### config.mk
export PLATFORM = sky130hd
export DESIGN_NAME = instr_fetch
export DESIGN_NICKNAME = d
export VERILOG_FILES = /design/src/rtl/instr_fetch.sv
export SDC_FILE = /design/constraint.sdc
export NUM_CORES = 1
export LEC_CHECK = 0
export CORE_MARGIN = 5
export CORE_UTILIZATION = 35
export CTS_CLUSTER_DIAMETER = 150
export DETAILED_ROUTE_END_ITERATION = 10
export GPL_TIMING_DRIVEN = 0
export PLACE_DENSITY = 0.67
export SLEW_MARGIN = 5
export SYNTH_ARGS = -nofsm -noshare
export SYNTH_HDL_FRONTEND = slang
export SYNTH_SLANG_ARGS = --single-unit
### constraint.sdc
create_clock -name clk -period 3.2 [get_ports clk]
set_input_delay 0.64 -clock clk [delete_from_list [all_inputs] [get_ports clk]]
set_output_delay 0.64 -clock clk [all_outputs]
set_load 0.05 [all_outputs]
### src/rtl/instr_fetch.sv
// Instruction fetch stage: owns the fetch PC, issues one word request at a
// time to instruction memory and queues returned words in a small in-order
// buffer whose head feeds the control decoder.
//
// state | meaning
// IDLE  | no request outstanding; waits for a free buffer slot
// REQ   | request for fpc outstanding; ack pushes the word
// DROP  | stale request still outstanding after a redirect; data discarded
module instr_fetch #(
  parameter logic [31:0] RESET_PC = 32'h0000_0000,
  parameter int          DEPTH    = 2
) (
  input  logic        clk,
  input  logic        rst,
  output logic        imem_req,
  output logic [31:0] imem_addr,
  input  logic        imem_ack,
  input  logic [31:0] imem_rdata,
  input  logic        redirect_valid,
  input  logic [31:0] redirect_pc,
  output logic        out_valid,
  input  logic        out_ready,
  output logic [31:0] out_instr,
  output logic [31:0] out_pc,
  output logic [6:0]  out_opcode
);

  localparam int PW = (DEPTH > 1) ? $clog2(DEPTH) : 1;
  localparam int CW = PW + 1;
  localparam logic [CW-1:0] FULL = CW'(DEPTH);

  typedef enum logic [1:0] {IDLE, REQ, DROP} state_t;

  state_t        state, state_nx;
  logic [31:0]   fpc, fpc_nx;
  logic [31:0]   stale, stale_nx;
  logic [PW-1:0] rd_ptr, rd_ptr_nx;
  logic [PW-1:0] wr_ptr, wr_ptr_nx;
  logic [CW-1:0] count, count_nx;
  logic [31:0]   buf_pc    [DEPTH];
  logic [31:0]   buf_instr [DEPTH];
  logic          push, pop, flush;
  logic [31:0]   redir_pc;

  assign flush    = redirect_valid;
  assign redir_pc = redirect_pc & 32'hFFFF_FFFC;
  // A pop coinciding with a flush is swallowed by the flush.
  assign pop      = out_valid && out_ready && !flush;

  // Next-state, fetch PC and buffer bookkeeping.
  always_comb begin
    state_nx  = state;
    fpc_nx    = fpc;
    stale_nx  = stale;
    push      = 1'b0;
    case (state)
      IDLE: begin
        if (redirect_valid) begin
          fpc_nx = redir_pc;
        end else if ((count - CW'(pop)) < FULL) begin
          state_nx = REQ;
        end
      end
      REQ: begin
        if (redirect_valid) begin
          fpc_nx = redir_pc;
          if (imem_ack) begin
            state_nx = REQ;
          end else begin
            stale_nx = fpc;
            state_nx = DROP;
          end
        end else if (imem_ack) begin
          push   = 1'b1;
          fpc_nx = fpc + 32'd4;
          if ((count + CW'(1) - CW'(pop)) < FULL) state_nx = REQ;
          else                                    state_nx = IDLE;
        end
      end
      DROP: begin
        if (redirect_valid) fpc_nx = redir_pc;
        if (imem_ack)       state_nx = REQ;
      end
      default: state_nx = IDLE;
    endcase

    if (flush) begin
      count_nx  = '0;
      rd_ptr_nx = '0;
      wr_ptr_nx = '0;
    end else begin
      count_nx  = count + CW'(push) - CW'(pop);
      rd_ptr_nx = rd_ptr + PW'(pop);
      wr_ptr_nx = wr_ptr + PW'(push);
    end
  end

  // State, PC and pointer registers with synchronous reset.
  always_ff @(posedge clk) begin
    if (rst) begin
      state  <= IDLE;
      fpc    <= RESET_PC;
      stale  <= '0;
      rd_ptr <= '0;
      wr_ptr <= '0;
      count  <= '0;
    end else begin
      state  <= state_nx;
      fpc    <= fpc_nx;
      stale  <= stale_nx;
      rd_ptr <= rd_ptr_nx;
      wr_ptr <= wr_ptr_nx;
      count  <= count_nx;
    end
  end

  // Buffer storage needs no reset: the head is masked while empty.
  always_ff @(posedge clk) begin
    if (push) begin
      buf_pc[wr_ptr]    <= fpc;
      buf_instr[wr_ptr] <= imem_rdata;
    end
  end

  // Memory request and decoder-facing outputs.
  always_comb begin
    imem_req  = (state != IDLE);
    imem_addr = '0;
    if (state == REQ)  imem_addr = fpc;
    if (state == DROP) imem_addr = stale;
    out_valid = (count != '0);
    out_pc    = out_valid ? buf_pc[rd_ptr]    : 32'h0;
    out_instr = out_valid ? buf_instr[rd_ptr] : 32'h0;
    out_opcode = out_instr[6:0];
  end

endmodule
==> flow_metrics.env, run 1 <==
export IMPL_status="complete, no violations"
export IMPL_setup_viol=0
export IMPL_critPathMaxFanout=10
export IMPL_synth_area_top_cells="edfxtp_1, dfxtp_1, mux2i_1"
export IMPL_diodes=0
export IMPL_grt_setup_unrepaired="no"
export IMPL_hold_viol=0
export IMPL_mostFrequentLayoutCells="clkdlybuf4s50_1, edfxtp_1, nor2_1, nand2_1, dfxtp_1"
export IMPL_ant_nets=0
export IMPL_grt_ovfl_total=0
export IMPL_ys_flop_type="edfxtp_1"
export IMPL_syn_inst=768
export IMPL_antenna_found_initial=0
export IMPL_critical_path_startpoint="state[1]$_SDFFE_PP0P_"
export IMPL_die_y_um=166
export IMPL_power_mw=5.44
export IMPL_drtIter0Drc=700
export IMPL_min_path_cells=0
export IMPL_area_growth_pct=32.1
export IMPL_root_buffer="clkbuf_16"
export IMPL_cp_slowest_cell="dlygate4sd2_1"
export IMPL_r2r_start="fpc[2]$_SDFFE_PP0P_"
export IMPL_seq_area_frac_synth_pct=59.2
export IMPL_start_kind="register"
export IMPL_slew_violations=0
export IMPL_fin_crit_ns=3.06
export IMPL_grt_pass1_wl_mm=36.9
export IMPL_pre_cts_slack_ns=-0.243
export IMPL_hold_path_class="register to register"
export IMPL_worstMarginPinSlew_ns=0.872
export IMPL_setup_slack_ns=0.142
export IMPL_cpPeakStageDelay_ns=0.53
export IMPL_fp_dieArea_sq_mm=0.0276
export IMPL_cts_max_path_buffers=2
export IMPL_worst_setup_path_type="register to output port"
export IMPL_final_common_cell="clkdlybuf4s50_1"
export IMPL_async_reset_ff_share_pct=0
export IMPL_netlist_area_sq_mm=0.00852
export IMPL_fillers=2211
export IMPL_die_width_um=166
export IMPL_cts_buffers=17
export IMPL_fp_row_count=57
export IMPL_clkSinkCount=190
export IMPL_ys_types=62
export IMPL_grt_usage_pct=17.0
export IMPL_skew_ns=0.0111
export IMPL_p_per_area_mw_per_mm2=483
export IMPL_critPathCaptureType="output port"
export IMPL_crit_arrival_ns=2.42
export IMPL_initial_core_util_pct=35.2
export IMPL_portBuffers=165
export IMPL_required_ns=2.56
export IMPL_p_leak_nw=3.94
export IMPL_drive_gt1_share_pct=9.60
export IMPL_dp_hpwl_mm=17.2
export IMPL_min_from="fpc[11]$_SDFFE_PP0P_"
export IMPL_coreArea_sq_mm=0.0242
export IMPL_gp_congestion=0.913
export IMPL_slew_headroom_pct=41.4
export IMPL_yosysTopAreaCellShare_pct=43.7
export IMPL_nNetsFinal=1029
export IMPL_drc=0
export IMPL_finalCritPeriodShare_pct=95.6
export IMPL_wl_per_cell_um=18.6
export IMPL_clk_pin_slew_worst_paths_ns=0.07
export IMPL_maxCapViolations=0
export IMPL_synth_edf_count=124
export IMPL_ir_worst_vdd_v=0.000295
export IMPL_path_cells="nor2b_1 -> clkbuf_1 -> clkbuf_2 -> a22o_1 -> dlygate4sd2_1"
export IMPL_top_level_ports=174
export IMPL_finish_utilization_pct=46.6
export IMPL_ys_warn_count=0
export IMPL_drt_pass1_iterations=5
export IMPL_synth_seq_cells=190
export IMPL_yosys_area_top_type="edfxtp_1"
export IMPL_via_per_inst=5.18
export IMPL_h_tree_depth=4
export IMPL_via_count=6697
export IMPL_grt_max_degree=42
export IMPL_cts_tree="yes"
export IMPL_reg2reg_depth=6
export IMPL_insertion_delay_ns=0.43
export IMPL_max_freq_mhz=327
export IMPL_cts_hold_buf=0
export IMPL_avgSynthCellArea_sq_um=11.1
export IMPL_first_global_vias=6476
export IMPL_routed_wl_mm=24.1
[worst paths after layout]
check | end | slack (ns)
setup reg to reg | fpc[24]$_SDFFE_PP0P_ | 0.76
hold / removal | buf_pc[0][11]$_DFFE_PP_ | 0.45
hold reg to reg | buf_pc[0][11]$_DFFE_PP_ | 0.45
setup / recovery | imem_addr[6] | 0.14
[cell usage after synthesis, types with 4 or more instances]
cell	instances
nand3_1	20
and4_1	6
dfxtp_1	66
a31oi_1	8
nor2_1	85
nand4_1	14
nand2_1	82
a211oi_1	5
a22o_1	31
and2_1	6
nor2b_1	4
ha_1	4
a21oi_1	48
inv_1	10
nand2b_1	4
or4_1	4
a32oi_1	8
buf_4	11
o21ai_0	14
a211o_1	4
mux2i_1	63
edfxtp_1	124
clkbuf_1	44
nor3_1	9
nor4_1	12
a32o_1	6
buf_2	18
o211ai_1	9
[critical path: cells and delay by family (launching register included)]
kind / cells / cell delay [ns]
simple gates: 1 / 0.14
buf+inv: 3 / 1.24
flops: 1 / 0.40
compound gates: 1 / 0.20
[per-layer routing]
metal  vias up  track usage (%)  wire, um
li1       3225                -         -
met1      3160             23.1     10800
met2       281             27.4     11300
met3        31             3.57      1520
met4         0             5.31       459
met5         -                0         0
[power breakdown]
| group | internal [mW] | leakage (nW) | switching [mW] | total, mW |
|---|---|---|---|---|
| clock | 1.21 | 0.306 | 0.943 | 2.15 |
| sequential | 2.67 | 1.66 | 0.0656 | 2.74 |
| combinational | 0.205 | 1.97 | 0.347 | 0.552 |
[sequential cells by signal (all words and copies together), names as in the netlist]
signal,cells
buf_pc,60
count,2
fpc,30
stale,30
wr_ptr,1
state,2
rd_ptr,1
buf_instr,64
[stage by stage]
step | area (sq um) | setup TNS, ns | cells | hold slack (ns)
after floorplan | 8530 | 0 | 771 | 0.420
after global placement | 10600 | -185.86 | 1260 | 0.428
after detailed placement | 10700 | -2.95 | 1262 | 0.436
after CTS | 11200 | 0 | 1293 | 0.452
after global routing | 11300 | 0 | 1293 | 0.458
final | 11300 | 0 | 1293 | 0.452
[cell type report]
cell class	instances	area [sq um]	area share (%)
sequential	190	5050	44.8
inverter	11	41.3	0.367
clock inverter	12	118	1.04
multi-input combinational	495	3130	27.8
buffer	74	359	3.19
clock buffer	20	489	4.35
tap	324	405	3.60
timing repair buffer	167	1660	14.8
[timing repair]
| item | 4_1_cts | 5_1_grt |
|---|---|---|
| endpoints found under the setup margin | 100 | 39 |
| resized for setup | 41 | 31 |
| buffers inserted | 0 | 0 |
| gates cloned | 0 | 0 |
[cell families after synthesis]
kind of cell	after synthesis	share of synthesized area [%]
AO/OA/AOI/OAI	154	12.7
AND/OR/NAND/NOR	266	15.1
flip-flops	190	59.2
buffers and inverters	86	4.55
adder cells (fa/ha/maj)	4	0.587
multiplexers	64	7.53
XOR/XNOR	3	0.308
other	1	0.0440
(Power assumes the default switching activity.)
==> run 2, diff against run 1 <==
Settings changed: CAP_MARGIN set to 25, GPL_TIMING_DRIVEN 0 to not set.
==> run 2 against run 1 <==
  * Sequential share of layout area is 0.83 points higher
  * Combinational power is 6.7% lower
  * Non-clock buffer count is 42 lower
  * Fmax is 1.5% higher
  * Setup slack better by 0.046 ns
  * Worst hold slack better by 0.0037 ns
  * Clock skew is 0.0027 ns higher
  * Via count is 2.8% lower
  * Highest routed layer is now met5
==> flow_metrics.env, run 2 (synthesis results as in run 1) <==
export IMPL_min_path_cells=2
export IMPL_cts_hold_buf=0
export IMPL_internal_power_mw=3.93
export IMPL_gp_congestion=0.881
export IMPL_final_common_cell="clkdlybuf4s50_1"
export IMPL_first_global_vias=6275
export IMPL_fillers=2183
export IMPL_via_count=6509
export IMPL_finalCritPeriodShare_pct=94.1
export IMPL_diodes=0
export IMPL_p_switching_mw=1.28
export IMPL_maxCapViolations=0
export IMPL_cts_buffers=17
export IMPL_skew_ns=0.0139
export IMPL_slew_headroom_pct=51.8
export IMPL_fp_row_count=57
export IMPL_post_cts_repair_setup_buffers=0
export IMPL_mostFrequentLayoutCells="clkdlybuf4s50_1, edfxtp_1, nor2_1, nand2_1, dfxtp_1"
export IMPL_via_per_inst=5.20
export IMPL_routed_wl_mm=22.7
export IMPL_cts_max_path_buffers=2
export IMPL_slew_violations=0
export IMPL_cpPeakStageDelay_ns=0.83
export IMPL_die_y_um=166
export IMPL_p_leak_nw=3.60
export IMPL_largest_register="buf_instr"
export IMPL_largest_registers="buf_instr x64, buf_pc x60"
export IMPL_swShare_pct=24.6
export IMPL_grt_ovfl_total=0
export IMPL_path_cells="buf_12 -> mux2i_1 -> nor2_1 -> clkdlybuf4s50_1"
export IMPL_reg2reg_depth=6
export IMPL_ant_nets=0
export IMPL_worst_setup_path_type="register to output port"
export IMPL_drt_pass1_iterations=5
export IMPL_min_from="stale[27]$_SDFFE_PP0P_"
export IMPL_drc=0
export IMPL_fin_crit_ns=3.01
export IMPL_status="complete, no violations"
export IMPL_p_per_area_mw_per_mm2=471
export IMPL_wl_per_cell_um=18.1
export IMPL_critPathCaptureType="output port"
export IMPL_root_buffer="clkbuf_16"
export IMPL_grt_usage_pct=15.9
export IMPL_fp_dieArea_sq_mm=0.0276
export IMPL_pwr_share_comb_pct=9.9
export IMPL_insertion_delay_ns=0.42
export IMPL_power_mw=5.21
export IMPL_top_level_ports=174
export IMPL_largest_reg_flops=64
export IMPL_grt_pass1_wl_mm=35.3
export IMPL_coreArea_sq_mm=0.0242
export IMPL_initial_core_util_pct=35.2
export IMPL_critPathMaxFanout=25
export IMPL_cts_tree="yes"
export IMPL_antenna_found_initial=1
export IMPL_hold_viol=0
export IMPL_hold_path_class="register to register"
export IMPL_area_growth_pct=29.8
export IMPL_grt_setup_unrepaired="no"
export IMPL_p_clk_share_pct=37.1
export IMPL_grt_max_degree=54
export IMPL_crit_arrival_ns=2.37
export IMPL_start_kind="register"
export IMPL_clk_pin_slew_worst_paths_ns=0.07
export IMPL_h_tree_depth=4
export IMPL_max_freq_mhz=332
export IMPL_die_width_um=166
export IMPL_power_frac_seq_pct=53.0
export IMPL_required_ns=2.56
export IMPL_clkSinkCount=190
export IMPL_tns_ns=0
export IMPL_ctsResizeCount=0
export IMPL_r2r_start="fpc[3]$_SDFFE_PP0P_"
export IMPL_setup_viol=0
export IMPL_finish_utilization_pct=45.7
export IMPL_nNetsFinal=988
export IMPL_worstMarginPinSlew_ns=0.716
export IMPL_critical_path_startpoint="rd_ptr$_SDFF_PP0_"
export IMPL_drtIter0Drc=601
export IMPL_dp_hpwl_mm=15.5
export IMPL_cp_slowest_cell="clkdlybuf4s50_1"
export IMPL_portBuffers=167
export IMPL_drive_gt1_share_pct=11.2
export IMPL_ir_worst_vdd_v=0.000271
run 2: changes by cell type in the layout (fill, tap and decap cells not counted), sizes merged:
| cell | delta |
|---|---|
| clkdlybuf4s15 | -2 |
| clkinvlp | +3 |
| nor2 | +1 |
| inv | -5 |
| buf | +29 |
| dlymetal6s2s | -8 |
| clkdlybuf4s50 | +10 |
| clkbuf | -43 |
| dlygate4sd2 | -25 |
| bufinv | -1 |
run 2: final timing paths:
check | slack (ns) | end
max | 0.19 | out_opcode[1]
min | 0.46 | stale[27]$_SDFFE_PP0P_
max reg2reg | 0.89 | fpc[24]$_SDFFE_PP0P_
min reg2reg | 0.46 | stale[27]$_SDFFE_PP0P_
run 2: power by group through the flow:
| stage | sequential, mW | clock [mW] | combinational (mW) |
|---|---|---|---|
| after floorplan | 2.76 | 0 | 0.326 |
| after global placement | 2.81 | 0 | 0.509 |
| after detailed placement | 2.82 | 0 | 0.513 |
| after CTS | 2.76 | 1.98 | 0.517 |
| after global routing | 2.77 | 2.09 | 0.554 |
| final | 2.76 | 1.93 | 0.515 |
run 2: stage by stage:
step	hold WS (ns)	area, sq um	cells	worst slack (ns)
5_1_grt	0.471	11100	1252	0.0614
3_5_place_dp	0.447	10500	1219	0.517
4_1_cts	0.457	11000	1251	0.0438
6_report	0.456	11100	1252	0.188
3_3_place_gp	0.441	10500	1219	0.546
2_1_floorplan	0.420	8530	771	0.0248
run 2: final cells by class:
class / count / area, sq um / share of cell area, %
Sequential cell: 190 / 5050 / 45.7
Inverter: 11 / 41.3 / 0.373
Tap cell: 324 / 405 / 3.67
Multi-Input combinational cell: 496 / 3120 / 28.2
Clock inverter: 9 / 61.3 / 0.555
Clock buffer: 23 / 469 / 4.24
Timing Repair Buffer: 199 / 1910 / 17.2
run 2: per-layer routing:
layer  up-vias  track usage (%)  part of all wire, %
li1       3135                -                    -
met1      3115             22.3                   46
met2       237             25.2                   47
met3        20             3.71                  6.4
met4         2             4.05                  1.2
met5         -                0                0.031
run 2: critical path, delay by kind of cell, from the launching register on:
family	cells	cell delay [ns]
flops	1	0.59
mux	1	0.10
buf+inv	2	1.10
simple gates	1	0.16
